--- config.mk ---
export PLATFORM = sky130hd
export DESIGN_NAME = regfile_vec_banked
export DESIGN_NICKNAME = d
export VERILOG_FILES = /design/src/rtl/regfile_vec_banked.sv
export SDC_FILE = /design/constraint.sdc
export NUM_CORES = 2
export LEC_CHECK = 0
export CAP_MARGIN = 20
export CELL_PAD_IN_SITES_DETAIL_PLACEMENT = 0
export CELL_PAD_IN_SITES_GLOBAL_PLACEMENT = 2
export CORE_ASPECT_RATIO = 1.5
export CORE_MARGIN = 8
export CORE_UTILIZATION = 43
export DETAILED_ROUTE_END_ITERATION = 7
export GPL_TIMING_DRIVEN = 0
export HOLD_SLACK_MARGIN = 0.12
export MAX_ROUTING_LAYER = met4
export PLACE_DENSITY = 0.87
export SLEW_MARGIN = 20
export SYNTH_ARGS = -nofsm -noshare
export SYNTH_HDL_FRONTEND = slang
export SYNTH_SLANG_ARGS = --single-unit
--- constraint.sdc ---
create_clock -name clk -period 3.2 [get_ports clk]
set_input_delay 0.32 -clock clk [delete_from_list [all_inputs] [get_ports clk]]
set_output_delay 0.32 -clock clk [all_outputs]
set_load 0.1 [all_outputs]
--- src/rtl/regfile_vec_banked.sv ---
// Vector register file: per-lane masked writes, same-cycle write-to-read bypass,
// out-of-window address protection and a multi-cycle bulk-clear sequencer.
module regfile_vec_banked #(
  parameter int unsigned LANES  = 8,
  parameter int unsigned LANE_W = 32,
  parameter int unsigned NREGS  = 8,
  parameter int unsigned BASE   = 16,
  parameter int unsigned ADDR_W = 5
) (
  input  logic                      clk,
  input  logic                      rst,
  input  logic                      vwe3,
  input  logic [ADDR_W-1:0]         vwa3,
  input  logic [LANES*LANE_W-1:0]   vwd3,
  input  logic [LANES-1:0]          vwmask,
  input  logic [ADDR_W-1:0]         vra1,
  input  logic [ADDR_W-1:0]         vra2,
  output logic [LANES*LANE_W-1:0]   vrd1,
  output logic [LANES*LANE_W-1:0]   vrd2,
  input  logic                      clr_req,
  output logic                      clr_busy,
  output logic                      clr_done,
  output logic                      wr_drop
);

  localparam int unsigned VW    = LANES * LANE_W;
  localparam int unsigned IDX_W = (NREGS > 1) ? $clog2(NREGS) : 1;

  typedef enum logic [1:0] {
    ST_IDLE,
    ST_CLEAR,
    ST_DONE
  } state_e;

  state_e           state_q, state_d;
  logic [IDX_W-1:0] idx_q, idx_d;
  logic             wr_drop_q, wr_drop_d;
  logic [VW-1:0]    mem_q [NREGS];
  logic [VW-1:0]    mem_d [NREGS];

  logic             wr_en;
  logic [IDX_W-1:0] wr_row;
  logic [VW-1:0]    wr_merged;
  logic [VW-1:0]    rd1, rd2;

  // Register 0 is architecturally hardwired, so it is never in the window.
  function automatic logic addr_valid(input logic [ADDR_W-1:0] a);
    return (a != '0) && (32'(a) >= BASE) && (32'(a) < BASE + NREGS);
  endfunction

  function automatic logic [IDX_W-1:0] addr_row(input logic [ADDR_W-1:0] a);
    return IDX_W'(32'(a) - BASE);
  endfunction

  assign wr_en  = vwe3 && addr_valid(vwa3) && (state_q == ST_IDLE);
  assign wr_row = addr_row(vwa3);

  // The merged row feeds both the storage update and the bypass path.
  always_comb begin
    wr_merged = mem_q[wr_row];
    for (int i = 0; i < LANES; i++) begin
      if (vwmask[i]) wr_merged[i*LANE_W +: LANE_W] = vwd3[i*LANE_W +: LANE_W];
    end
  end

  function automatic logic [VW-1:0] read_port(input logic [ADDR_W-1:0] ra);
    logic [VW-1:0] v;
    v = '0;
    if (addr_valid(ra)) begin
      v = mem_q[addr_row(ra)];
      if (wr_en && (vwa3 == ra)) v = wr_merged;
    end
    return v;
  endfunction

  always_comb begin
    rd1 = read_port(vra1);
    rd2 = read_port(vra2);
  end

  // Reads are forced to zero while reset is held so bypass cannot leak data.
  assign vrd1    = rst ? rd1 : '0;
  assign vrd2    = rst ? rd2 : '0;
  assign wr_drop = wr_drop_q;

  // NOTE: every signal written here gets a default first; otherwise a path
  // that skips an assignment would infer a latch.
  always_comb begin
    state_d   = state_q;
    idx_d     = idx_q;
    mem_d     = mem_q;
    clr_busy  = 1'b0;
    clr_done  = 1'b0;
    wr_drop_d = vwe3 && (!addr_valid(vwa3) || (state_q != ST_IDLE));
    case (state_q)
      ST_IDLE: begin
        if (wr_en) mem_d[wr_row] = wr_merged;
        if (clr_req) begin
          state_d = ST_CLEAR;
          idx_d   = '0;
        end
      end
      ST_CLEAR: begin
        clr_busy      = 1'b1;
        mem_d[idx_q]  = '0;
        idx_d         = idx_q + 1'b1;
        if (idx_q == IDX_W'(NREGS - 1)) begin
          state_d = ST_DONE;
          idx_d   = '0;
        end
      end
      ST_DONE: begin
        clr_done = 1'b1;
        state_d  = ST_IDLE;
      end
      default: state_d = ST_IDLE;
    endcase
  end

  // NOTE: the storage array is reset too, because reads after reset must
  // return zero; a reset-less array would come up holding X.
  always_ff @(posedge clk or negedge rst) begin
    if (!rst) begin
      state_q   <= ST_IDLE;
      idx_q     <= '0;
      wr_drop_q <= 1'b0;
      for (int r = 0; r < NREGS; r++) mem_q[r] <= '0;
    end else begin
      // NOTE: non-blocking updates so every flop samples pre-edge values.
      state_q   <= state_d;
      idx_q     <= idx_d;
      wr_drop_q <= wr_drop_d;
      for (int r = 0; r < NREGS; r++) mem_q[r] <= mem_d[r];
    end
  end

endmodule

==> impl_metrics.yaml <==
worst_setup_path:
  worstSetupStartpointType: "register"
  required_ns: 2.88
  reg2reg_from: "state_q[1]$_DFFE_PN0P_"
  critPathArrivalTime_ns: 3.94
  worstSetupStartpoint: "state_q[1]$_DFFE_PN0P_"
  path_delay_family: "simple AND/OR/NAND/NOR gates"
  cpPeakStageDelay_ns: 0.61
  crit_buf_inv: 4
  crit_fanout: 10
  crit_path_end_kind: "output port"
  critPathKind: "reg -> out"
  cp_slowest_cell: "or4_4"
  cp_cell_sequence: "or3b_4, or4_4, nor4_4, buf_6, buf_16, buf_12, o2bb2ai_4, buf_8"
  r2r_setup_slack_ns: -0.96
floorplan:
  ios: 798
  fp.dieW_um: 457
  initial_core_util_pct: 43.2
  core_area_um2: 290000
  fp-row-count: 242
  die_h_um: 677
  dieArea_um2: 309000
synth:
  synthMostInstantiatedCell: "dfrtp_1"
  synth_compound_area_share_pct: 22.3
  synthCells: 9654
  synth.avg_cell_area_um2: 13.0
  synth_ff_type: "dfrtp_1"
  synth_common_cells: "2054 x dfrtp_1, 2050 x a22o_1, 1537 x mux2i_1"
  synth_top_cell_by_area: "dfrtp_1"
  synth-xor-area-share_pct: 0.0699
  synth_area_leaders: "dfrtp_1 41%, mux4_2 18%, a22o_1 14%, mux2i_1 12%, o2bb2ai_1 3.6%"
  synth-adder-area-share_pct: 0.0200
  synth_top_family_by_area: "multiplexers"
  synth-edff-count: 0
  synth_mux_area_share_pct: 30.7
  ys_seq_area_share_pct: 41.0
  synthesis.area_um2: 125000
  yosysWarnings: 0
  yosysTopAreaCellShare_pct: 41.0
  synthArstFlopShare_pct: 100
  synth-simple-area-share_pct: 1.47
  synth_cell_type_count: 34
  syn_nets: 9939
  ys_seq_elements: 2054
job:
  cap_violations: 0
finish:
  area_delta_synth_final_pct: 31.0
  fin_area_um2: 164000
  fin_cells: 14900
  drive_gt1_share_pct: 28.1
  nNetsFinal: 11200
place:
  gp_congestion: 0.955
  port_buffers: 780
  pre_cts_ws_ns: -4.43
  placed_cell_area_um2: 142000
  post-place-cells: 14300
  place.detailed.hpwl_um: 399000
timing:
  skew_ns: 0.0575
  hold_ws_ns: 0.216
  finalWorstSetupSlack_ns: -1.06
  rsz0062_at_grt: "yes"
  report.final.hold_viol_count: 0
  finalCriticalPeriod_ns: 4.26
  fmax_mhz: 235
  maxSlewViolCount: 0
  slew_headroom_pct: 20.2
  finalSetupViolCount: 2337
  worst_pin_slew_ns: 1.20
  fin_crit_sh_pct: 133
grt:
  grt_max_degree: 155
  track_usage_pct: 38.5
  overflow: 0
  antenna_found_initial: 43
  grt_pass1_wl_um: 850000
  grt_pass1_vias: 111000
detailed_routing:
  drt_pre_antenna_iters: 8
  drtIter0Drc: 15100
  routedWlPerCell_um: 41.2
  drt-total-wl_um: 613000
  drc: 1
  postRouteAntennaNets: 0
  drt-vias-per-instance: 7.43
  vias: 111000
clock_network:
  numCtsBuffers: 223
  insertion_delay_ns: 0.96
  cts_root_buf: "clkbuf_16"
  clockBufferDepth: 4
  clkSinkCount: 2054
  cts_htree_levels: 4
  path_clk_slew_ns: 0.07
  cts_tree: "built"
pwr:
  vdd_drop_max_v: 0.000525
  power-per-cell-area_nw_per_um2: 488
  p_leak_nw: 68.2
worst_hold_path:
  hold_path_class: "in -> async"
run_status:
  violations: "DRC, setup timing"
  status: "complete, but fails checks"
## what timing repair did
item | CTS | global route
hold buffers | 29 | 0
endpoints found under the setup margin | 2506 | 2789
hold endpoints to repair | 294 | 0
pin swaps | 6 | 6
gates cloned | 22 | 40
setup buffers | 30 | 49
gates resized for setup | 3988 | 1276
## power breakdown
group | switching [mW] | internal [mW] | leakage, nW
sequential | 2.34 | 27.9 | 28.6
combinational | 14.1 | 6.90 | 35.8
clock | 12.2 | 16.7 | 3.85
total | 28.7 | 51.5 | 68.2
## registers in the layout (all words and copies together) (netlist names)
register	count
mem_q	2048
state_q	2
idx_q	3
wr_drop	1
## worst min-delay path, delay by kind of cell
kind,cells,cell delay (ns)
buffers and inverters,7,1.15
## layout by cell type (no fill, tap or decap), types with 146 or more instances in the layout
cell | netlist | final
clkbuf_1 | 992 | 842
nand2b_1 | 259 | 259
dfrtp_1 | 2054 | 2052
buf_12 | 0 | 518
buf_2 | 220 | 146
o22ai_1 | 512 | 512
mux2i_1 | 1537 | 1536
clkbuf_16 | 0 | 266
clkdlybuf4s50_1 | 0 | 266
o2bb2ai_2 | 0 | 164
o31a_1 | 256 | 256
mux4_2 | 1024 | 1024
o2bb2ai_4 | 0 | 348
a22o_1 | 2050 | 2050
clkbuf_2 | 0 | 184
## cell type report
class	instances	area, µm²
well taps	3782	4730
clock inverters	101	1450
clock buffers	299	6380
inverters	2	7.51
multi-input cells	6205	76000
fillers	23200	126000
flip-flops and latches	2054	51400
diodes	44	110
plain buffers	1383	7260
repair buffers	1006	16800
## per-stage QoR
stage	total power [mW]	util (%)	setup TNS, ns
after floorplan	41.0	-	0
after global placement	48.9	48.7	-
after detailed placement	49.8	49.0	-3731.75
after CTS	78.7	53.8	-1847.38
after global routing	81.5	56.6	-1618.67
final	80.2	56.6	-1540.99
## metal layers
metal	vias to the layer above	part of all wire (%)	GRT usage [%]
li1	42000	-	-
met1	57400	34	44.6
met2	8772	45	57.7
met3	2350	12	12.5
met4	0	8.4	24.5
met5	-	0	-
## final timing paths
check	cells past startpoint	to
hold reg to reg	1	mem_q[327]$_DFFE_PN0P_
hold / removal	7	mem_q[1507]$_DFFE_PN0P_
setup / recovery	8	vrd2[126]
min in group clk	3	state_q[0]$_DFFE_PN0P_
setup reg to reg	9	mem_q[595]$_DFFE_PN0P_
max in group asynchronous	10	mem_q[1657]$_DFFE_PN0P_
## logic make-up after synthesis
kind of cell | after synthesis
flops | 2054
fa+ha+maj | 2
xor+xnor | 10
simple gates | 289
mux | 2561
compound gates | 3343
buf+inv | 1395
No activity file was read; power rests on OpenSTA's default activity.
